==> src/rtl/regfile_clr.sv <==
// regfile_clr: DEPTH x WIDTH register file with one synchronous write port,
// two combinational read ports and a hardware clear engine that zeroes one
// register per cycle after reset or on a clr request.
// Optional macro RF_BYPASS_EN: write-through from wd3 to a read port whose
// address matches wa3 while a write is in progress (not busy).
//
// state | meaning
// CLEAR | sweeping regb[cnt] <= 0, one register per cycle; busy = 1
// IDLE  | normal operation; writes accepted, reads return stored data

module regfile_clr #(
  parameter int WIDTH    = 8,
  parameter int ADDR_W   = 4,
  parameter int ZERO_REG = 1
) (
  input  logic              clk,
  input  logic              reset,
  input  logic              clr,
  input  logic              we3,
  input  logic [ADDR_W-1:0] wa3,
  input  logic [WIDTH-1:0]  wd3,
  input  logic [ADDR_W-1:0] ra1,
  input  logic [ADDR_W-1:0] ra2,
  output logic [WIDTH-1:0]  rd1,
  output logic [WIDTH-1:0]  rd2,
  output logic              busy,
  output logic              wr_drop
);

  localparam int                DEPTH = 2 ** ADDR_W;
  localparam logic [ADDR_W-1:0] LAST  = ADDR_W'(DEPTH - 1);
  localparam bit                Z0    = (ZERO_REG != 0);

  typedef enum logic {CLEAR, IDLE} state_t;

  state_t            state;
  logic [ADDR_W-1:0] cnt;
  logic [WIDTH-1:0]  regb [DEPTH];

  // Clear-sequencing FSM; busy and wr_drop are registered alongside the state.
  always_ff @(posedge clk or posedge reset) begin
    if (reset) begin
      state   <= CLEAR;
      cnt     <= '0;
      busy    <= 1'b1;
      wr_drop <= 1'b0;
    end else begin
      // A write attempted while the sweep runs is rejected and flagged next cycle.
      wr_drop <= we3 & busy;
      case (state)
        CLEAR: begin
          if (clr) begin
            cnt <= '0;
          end else if (cnt == LAST) begin
            state <= IDLE;
            cnt   <= '0;
            busy  <= 1'b0;
          end else begin
            cnt <= cnt + ADDR_W'(1);
          end
        end
        IDLE: begin
          if (clr) begin
            state <= CLEAR;
            cnt   <= '0;
            busy  <= 1'b1;
          end
        end
        default: begin
          state <= CLEAR;
          cnt   <= '0;
          busy  <= 1'b1;
        end
      endcase
    end
  end

  // Storage: sweep zeroes regb[cnt]; otherwise the write port updates regb[wa3].
  // No reset here so that contents are never altered asynchronously.
  always_ff @(posedge clk) begin
    if (state == CLEAR) begin
      regb[cnt] <= '0;
    end else if (we3 && !(Z0 && wa3 == '0)) begin
      regb[wa3] <= wd3;
    end
  end

  // Read port 1: zero while busy or for hardwired r0, optional write-through.
  always_comb begin
    rd1 = '0;
    if (!busy && !(Z0 && ra1 == '0)) begin
      rd1 = regb[ra1];
`ifdef RF_BYPASS_EN
      if (we3 && ra1 == wa3) rd1 = wd3;
`endif
    end
  end

  // Read port 2: same rule as port 1.
  always_comb begin
    rd2 = '0;
    if (!busy && !(Z0 && ra2 == '0)) begin
      rd2 = regb[ra2];
`ifdef RF_BYPASS_EN
      if (we3 && ra2 == wa3) rd2 = wd3;
`endif
    end
  end

endmodule

==> config.mk <==
export PLATFORM = sky130hd
export DESIGN_NAME = regfile_clr
export DESIGN_NICKNAME = d
export VERILOG_FILES = /design/src/rtl/regfile_clr.sv
export SDC_FILE = /design/constraint.sdc
export NUM_CORES = 1
export LEC_CHECK = 0
export BUFFER_PORTS_ARGS = -buffer_cell sky130_fd_sc_hd__buf_2
export CAP_MARGIN = 20
export CORE_MARGIN = 2
export CORE_UTILIZATION = 40
export DETAILED_ROUTE_END_ITERATION = 12
export SETUP_SLACK_MARGIN = 0.1
export SYNTH_ARGS = -nofsm -noshare
export SYNTH_HDL_FRONTEND = slang
export SYNTH_SLANG_ARGS = --single-unit
export TNS_END_PERCENT = 50
==> constraint.sdc <==
create_clock -name clk -period 2.9 [get_ports clk]
set_input_delay 0.29 -clock clk [delete_from_list [all_inputs] [get_ports clk]]
set_output_delay 0.29 -clock clk [all_outputs]
set_load 0.005 [all_outputs]
Yosys cells after proc, flatten, opt, wreduce, memory -nomap -nowiden
Memories as Yosys holds them, arrays and structs flattened.
Index checks and enable logic that the tools add are counted.
Cells by class
  add/subtract/negate cells: 1
  equality and inequality tests: 4
  muxes and demuxes: 21
  bitwise logic cells: 2
  reduce and logical (&&, ||, !) cells: 12
Operators with widths (number)
  8-bit two-way mux: 3
  4-bit two-way mux: 4
  4-bit logical NOT: 3
  1-bit two-way mux: 11
  4-bit case mux with 2 select lines: 1
  8-bit OR reduction: 1
  2-bit inequality test, second input constant: 3
  4-bit by 1-bit adder with 4-bit output, second input constant: 1
  4-bit equality test, second input constant: 1
  1-bit logical NOT: 4
  1-bit case mux with 2 select lines: 2
  1-bit logical AND: 3
  3-bit AND reduction: 1
  1-bit AND: 1
  1-bit inverter: 1
Word-level totals
  bits in registers: 7
  bits in writable memories: 128
  output and inout bits: 18
  word-level logic and storage cells: 45
  memories kept: 1
Memories
  regb: words 16, width 8, rd ports 2, clocked after memory_dff 0, write ports 1, RTL line 38  | logic [WIDTH-1:0] regb [DEPTH];

Logic depth before layout (Yosys ltp)
Gate-level depths: netlist of run 1.
  word-level depth: 8
  depth in mapped cells: 7
  mapped depth without buffers: 5

Worst setup path after synthesis of run 1
OpenSTA, ideal clock, no wires.
  path type: reg2reg
  start: reg state
  end: mem regb[8][0], enable pin
  setup time: 370 ps
  data arrival time: 1669 ps
  data required time: 2530 ps
  path slack: 860 ps
  stages on the path, launching flop included: 6
  period minus slack after synthesis: 2040 ps
  path through: dfrtp_1 > nand2_1 > a21oi_1 > clkbuf_1 > mux2_2 > nor2_1
Between the ends
  word-level cells in the longest chain between the ends: 4
  elaborated cells on any way between the ends: 6
  classes of those cells: mux (5); reduce/logical (1)
Ends and longest elaborated chain
  start, declared: RTL line 36  | state_t state;
  start signal, assigned: RTL line 43  | state <= CLEAR;
  start signal, assigned: RTL line 55  | state <= IDLE;
  start signal, assigned: RTL line 64  | state <= CLEAR;
  1-bit two-way mux: RTL line 81  | if (state == CLEAR) begin
  1-bit two-way mux (implied by the code): RTL line 84  | regb[wa3] <= wd3;
  8-bit OR reduction (no line)
  4-bit two-way mux (no line) / 1-bit two-way mux (equally long branches)
  end, declared: RTL line 38
Several ways; a longest one is shown, not always the timed one.

Worst setup path in the final report of run 1
  start: in ra2[1]
  end: out rd2[4]
Between the ends
  word-level cells in the longest chain between the ends: 4
  elaborated cells on any way between the ends: 5
  classes of those cells: mux (1); reduce/logical (3); memory (1)
Ends and longest elaborated chain
  start, declared: RTL line 23  | input logic [ADDR_W-1:0] ra2,
  parallel branches: the longest is 3 deep, another holds memory read 16 x 8 bit
  8-bit two-way mux *: RTL line 102  | if (!busy && !(Z0 && ra2 == '0)) begin
  end, declared: RTL line 25  | output logic [WIDTH-1:0] rd2,
Mark *: on every way between the ends.

==> impl_metrics.csv, run 1 <==
group,metric,value,unit
clock_network,cts_max_path_buffers,2,
power,p_switching,0.000995,W
power,peakVddDrop,0.000395,V
timing,period_share,0.840,
die,die_h,129,um
hold_path,hold_class,"in2reg",
global_routing,grt_pass1_wl,22.8,mm
logic_synthesis,yosysSeqAreaShare,0.601,
timing,fin_skew,0.00754,ns
timing,fin_ws,0.465,ns
clock_network,cts_root_buffer,"clkbuf_16",
logic_synthesis,syn_nets,404,
drt,vias,3812,
setup_path,crit_path_max_fanout,14,
clock_network,numCtsBuffers,17,
power,power.share.combinational,0.078,
drt,drcViolationCount,0,
logic_synthesis,avgSynthCellArea,16.6,um2
setup_path,crit_arrival,2.15,ns
layout,area_delta_synth_final,18.4,%
job,max_cap_violations,0,
logic_synthesis,synth.most_common_cell,"edfxtp_1",
power,p_leak,2.54,nW
clock_network,postCtsSetupBuffers,0,
clock_network,cts.clk_slew.worst_paths,0.06,ns
power,p_per_area,620,nW/um2
timing,fmax,0.411,GHz
die,core-area,15300,um2
logic_synthesis,ys_ff_latch,127,
logic_synthesis,syn_area,6290,um2
drt,routedWlPerCell,23.0,um
power,power_frac_seq,0.440,
die,ioPinCount,42,
setup_path,cp-start-kind,"input port",
logic_synthesis,synth.area.top_cells,"edfxtp_1, mux4_2, mux2_2",
drt,drt_first_pass_iters,4,
timing,tns,0,ns
setup_path,crit_buf_inv,4,
clock_network,cts_tree,"done",
global_routing,antenna_found_initial,0,
placement,pre_cts_ws,0.463,ns
timing,tightest_slew,0.828,ns
placement,finalWeightedCongestion,0.842,
logic_synthesis,synth_edf_count,120,
setup_path,required,2.61,ns
outcome,outcome,"completed",
clock_network,clk_latency,0.42,ns
setup_path,critPathTopFamily,"buffers and inverters",
setup_path,cp_slowest_cell,"mux2_2",
logic_synthesis,async_flop_share,0.0551,
setup_path,worstPathCellList,"buf_2 -> buf_4 -> buf_4 -> mux2_2 -> a22oi_1 -> o21ai_0 -> a22o_1 -> buf_2",
setup_path,crit_type,"in2out",
drt,ant_nets,0,
clock_network,h-tree-depth,4,
global_routing,grt_max_degree,23,
timing,finalMaxSlewViolations,0,
timing,setup_viol,0,
power,internal_power,0.00362,W
layout,diodes,0,
logic_synthesis,yosys_warnings,0,
drt,dr.first_iter.drc_count,396,
logic_synthesis,yosys.area.top_type,"edfxtp_1",
setup_path,critPathCaptureType,"primary output",
die,fp.dieW,129,um
drt,via_per_inst,5.74,
timing,relSlewSlack,0.448,
global_routing,grt_pass1_vias,3986,
clock_network,cts_num_sinks,127,
timing,hold_violations,0,
power,swShare,0.216,
setup_path,slowest_delay,0.35,ns
layout,nNetsFinal,465,
layout,layout-drive-gt1-share,0.373,
logic_synthesis,ys_top_cells_by_count,"edfxtp_1, mux4_2, mux2_2, nor2_1, nand2_1",
die,dieArea,16700,um2
timing,grt_setup_unrepaired,"no",
global_routing,grt-ovfl-total,0,
power,clock_power_share,0.481,
layout,nFillCells,1251,
die,rows,45,
die,initial_core_util,0.412,
logic_synthesis,syn_inst,379,
global_routing,grt_usage,0.193,
logic_synthesis,synth-main-ff-cell,"edfxtp_1",
power,total_power,0.00462,W
logic_synthesis,ys_types,42,
timing,period_minus_slack,2.44,ns
logic_synthesis,synthDominantCellAreaShare,0.573,
placement,port_buffers,41,
drt,wl,15.3,mm
placement,dp_hpwl,10.2,mm
layout make-up:
type	instances	area, um2	share of cell area
clock buffers	18	429	0.0576
clock inverters	14	190	0.0255
inverters	2	7.51	0.00101
multi-input cells	220	2340	0.314
flip-flops and latches	127	3780	0.508
well taps	211	264	0.0355
repair buffers	72	440	0.0591
registers in the layout, summed over array words and instances (netlist names):
register,count
busy,1
state,1
cnt,4
wr_drop,1
regb,120
metrics by stage:
| stage | cell area (um2) | instances | hold slack, ns | util |
|---|---|---|---|---|
| floorplan | 6290 | 379 | 0.0927 | - |
| global placement | 6820 | 631 | 0.219 | 0.447 |
| detailed placement | 6820 | 631 | 0.233 | 0.447 |
| CTS | 7450 | 664 | 0.0980 | 0.488 |
| global route | 7450 | 664 | 0.110 | 0.488 |
| finish | 7450 | 664 | 0.102 | 0.488 |
worst reg2reg max path, stage by stage (launching register included):
cell     delay [ns]
dfrtp_1        0.34
nand2_1        0.09
a21oi_1        0.49
buf_4          0.27
and2_1         0.50
per-layer routing:
metal  up-vias  part of all wire  global-route usage
met5         -                 0                   0
met4         0             0.025              0.0892
met3        30             0.046              0.0417
met2       137              0.50               0.319
met1      1949              0.43               0.246
li1       1696                 -                   -
final timing paths:
path	from	end	slack (ns)	depth (start not counted)
max in group asynchronous	reset	busy	2.29	3
min reg2reg	busy	busy	0.60	2
min	clr	cnt[3]	0.10	2
min in group asynchronous	reset	cnt[3]	0.34	3
max reg2reg	state	regb[9][0]	0.93	4
max	ra2[1]	rd2[4]	0.46	8
kinds of logic (layout without fill, tap and decap cells):
group	count (synthesis)	count (layout)	synth area share
DFF	127	127	0.601
muxes	84	84	0.240
and+or+nand+nor	76	76	0.0634
AOI/OAI and AO/OA	58	58	0.0644
buffers and inverters	32	106	0.0278
adders and majority gates	1	1	0.00199
xor gates and xnor gates	1	1	0.00139
power by group through the flow:
stage,sequential [W],clock (W),combinational (W)
after floorplan,0.00206,0,0.000249
final,0.00203,0.00222,0.000361
after global routing,0.00204,0.00232,0.000388
after CTS,0.00203,0.00224,0.000363
after detailed placement,0.00207,0,0.000359
after global placement,0.00207,0,0.000357
layout by cell type, fill, tap and decap left out, types with 7 or more instances in the layout:
master,Yosys,layout
mux2_2,25,25
and2_1,9,9
o32ai_1,7,7
a21oi_1,9,9
a22oi_1,7,7
buf_4,6,30
mux2i_1,11,11
o22ai_1,8,8
mux4_2,38,38
nor2_1,23,23
a221oi_1,7,7
buf_2,6,41
a22o_1,7,7
edfxtp_1,120,120
nand2_1,13,13
clkbuf_16,0,17
o21ai_0,8,8
mux4_1,10,10
timing repair:
| item | CTS | global route |
|---|---|---|
| hold buffers | 1 | 0 |
| endpoints found under the hold margin | 6 | 0 |
| resized for setup | 0 | 0 |
No activity file was read; power rests on OpenSTA's default activity.
==> run 2, diff against run 1 <==
Clock period 2.9 ns to 2.4 ns, I/O delays scaled along.
==> run 2 against run 1 <==
- global-route usage rose by 0.061 points
- via count fell by 0.45%
- die area did not move
- sequential power rose by 21%
- clock power rose by 18%
- critical path type is now reg2out
- critical endpoint is now rd2[3]
- largest cell class unchanged
==> impl_metrics.csv, run 2 (synthesis gave the netlist of run 1 again) <==
group,metric,value,unit
global_routing,grt-ovfl-total,0,
clock_network,cts-resized-gates,0,
layout,stdcell_area,7490,um2
drt,wl,15.1,mm
setup_path,worstPathCellList,"mux4_1 -> mux2_2 -> a22o_1 -> buf_2",
power,p_per_area,735,nW/um2
global_routing,grt_max_degree,34,
placement,port_buffers,41,
timing,period_minus_slack,2.20,ns
clock_network,postCtsSetupBuffers,0,
setup_path,slowest_delay,0.51,ns
clock_network,h-tree-depth,4,
layout,diodes,0,
drt,drt_first_pass_iters,5,
die,ioPinCount,42,
job,max_cap_violations,0,
timing,setup_viol,0,
die,initial_core_util,0.412,
drt,vias,3795,
setup_path,cp-start-kind,"register",
drt,dr.first_iter.drc_count,346,
clock_network,clk_latency,0.42,ns
global_routing,grt_pass1_vias,3936,
clock_network,cts_max_path_buffers,2,
die,dieArea,16700,um2
layout,largest_register,"regb",
layout,layout_commonest_cell,"edfxtp_1",
setup_path,required,2.16,ns
drt,ant_nets,0,
power,peakVddDrop,0.000507,V
clock_network,cts_num_sinks,127,
setup_path,crit_type,"reg2out",
setup_path,cp_slowest_cell,"mux4_1",
timing,period_share,0.917,
timing,relSlewSlack,0.539,
placement,dp_hpwl,10.3,mm
layout,area_delta_synth_final,19.1,%
die,core-area,15300,um2
timing,finalMaxSlewViolations,0,
layout,final_cell_mix,"edfxtp_1, buf_2, mux4_2",
placement,finalWeightedCongestion,0.812,
layout,layout-drive-gt1-share,0.378,
layout,largest_reg_flops,120,
timing,tightest_slew,0.691,ns
outcome,outcome,"completed",
die,fp.dieW,129,um
clock_network,cts_root_buffer,"clkbuf_16",
clock_network,numCtsBuffers,17,
drt,via_per_inst,5.70,
global_routing,antenna_found_initial,0,
die,rows,45,
clock_network,cts.clk_slew.worst_paths,0.05,ns
timing,tns,0,ns
timing,grt_setup_unrepaired,"no",
drt,drcViolationCount,0,
setup_path,critPathCaptureType,"primary output",
setup_path,crit_arrival,1.96,ns
die,die_h,129,um
clock_network,cts_tree,"done",
placement,place_area,6890,um2
layout,reg_top3,"regb (120), cnt (4)",
layout,nNetsFinal,469,
timing,fin_skew,0.00587,ns
timing,fmax,0.454,GHz
global_routing,grt_pass1_wl,23.0,mm
drt,routedWlPerCell,22.7,um
hold_path,hold_class,"in2reg",
global_routing,grt_usage,0.194,
clock_network,cts_hold_buf,1,
timing,hold_violations,0,
power,p_leak,2.56,nW
setup_path,crit_path_max_fanout,2,
run 2: changes by cell type in the layout (fill, tap and decap cells not counted), sizes merged:
| cell | before | now |
|---|---|---|
| inv | 4 | 2 |
| buf | 71 | 75 |
run 2: per-stage QoR:
stage                     total power [W]  hold WS (ns)  instances  setup WS, ns  utilization
final                             0.00551        0.0630        666         0.199        0.491
after global routing              0.00568        0.0559        666         0.135        0.491
after CTS                         0.00555        0.0572        666         0.178        0.491
after detailed placement          0.00295         0.177        635         0.277        0.451
after global placement            0.00294         0.172        635         0.287        0.451
after floorplan                   0.00279        0.0427        379         0.360            -
run 2: critical path, delay by kind of cell (launching register included):
family / cells / cell delay, ns
multiplexers: 2 / 0.78
AO/OA/AOI/OAI: 1 / 0.22
buffers and inverters: 1 / 0.14
flip-flops: 1 / 0.42
run 2: final cells by class:
| type | count | area, um2 |
|---|---|---|
| clock inverters | 12 | 170 |
| clock buffers | 18 | 429 |
| repair buffers | 76 | 508 |
| well taps | 211 | 264 |
| inverters | 2 | 7.51 |
| fillers | 1285 | 7760 |
| multi-input cells | 220 | 2340 |
| flip-flops and latches | 127 | 3780 |
run 2: path summary, 6_finish.rpt:
check | startpoint | end | cells past startpoint | slack [ns]
worst min register to register | busy | busy | 2 | 0.60
min in group asynchronous | reset | cnt[2] | 3 | 0.29
max in group asynchronous | reset | busy | 3 | 1.85
worst min-delay path | clr | cnt[2] | 2 | 0.06
worst max-delay path | regb[9][3] | rd2[3] | 4 | 0.20
worst max register to register | state | regb[4][2] | 6 | 0.46
run 2: metal layers:
metal  global-route usage  share of wire
met4               0.0791          0.026
met3               0.0541          0.059
met2                0.314           0.50
met5                    0              0
met1                0.248           0.42
run 2: power breakdown:
group          switching (W)  internal [W]
Clock               0.000895       0.00171
Combinational       0.000225      0.000221
Sequential         0.0000240       0.00243
Total                0.00114       0.00437
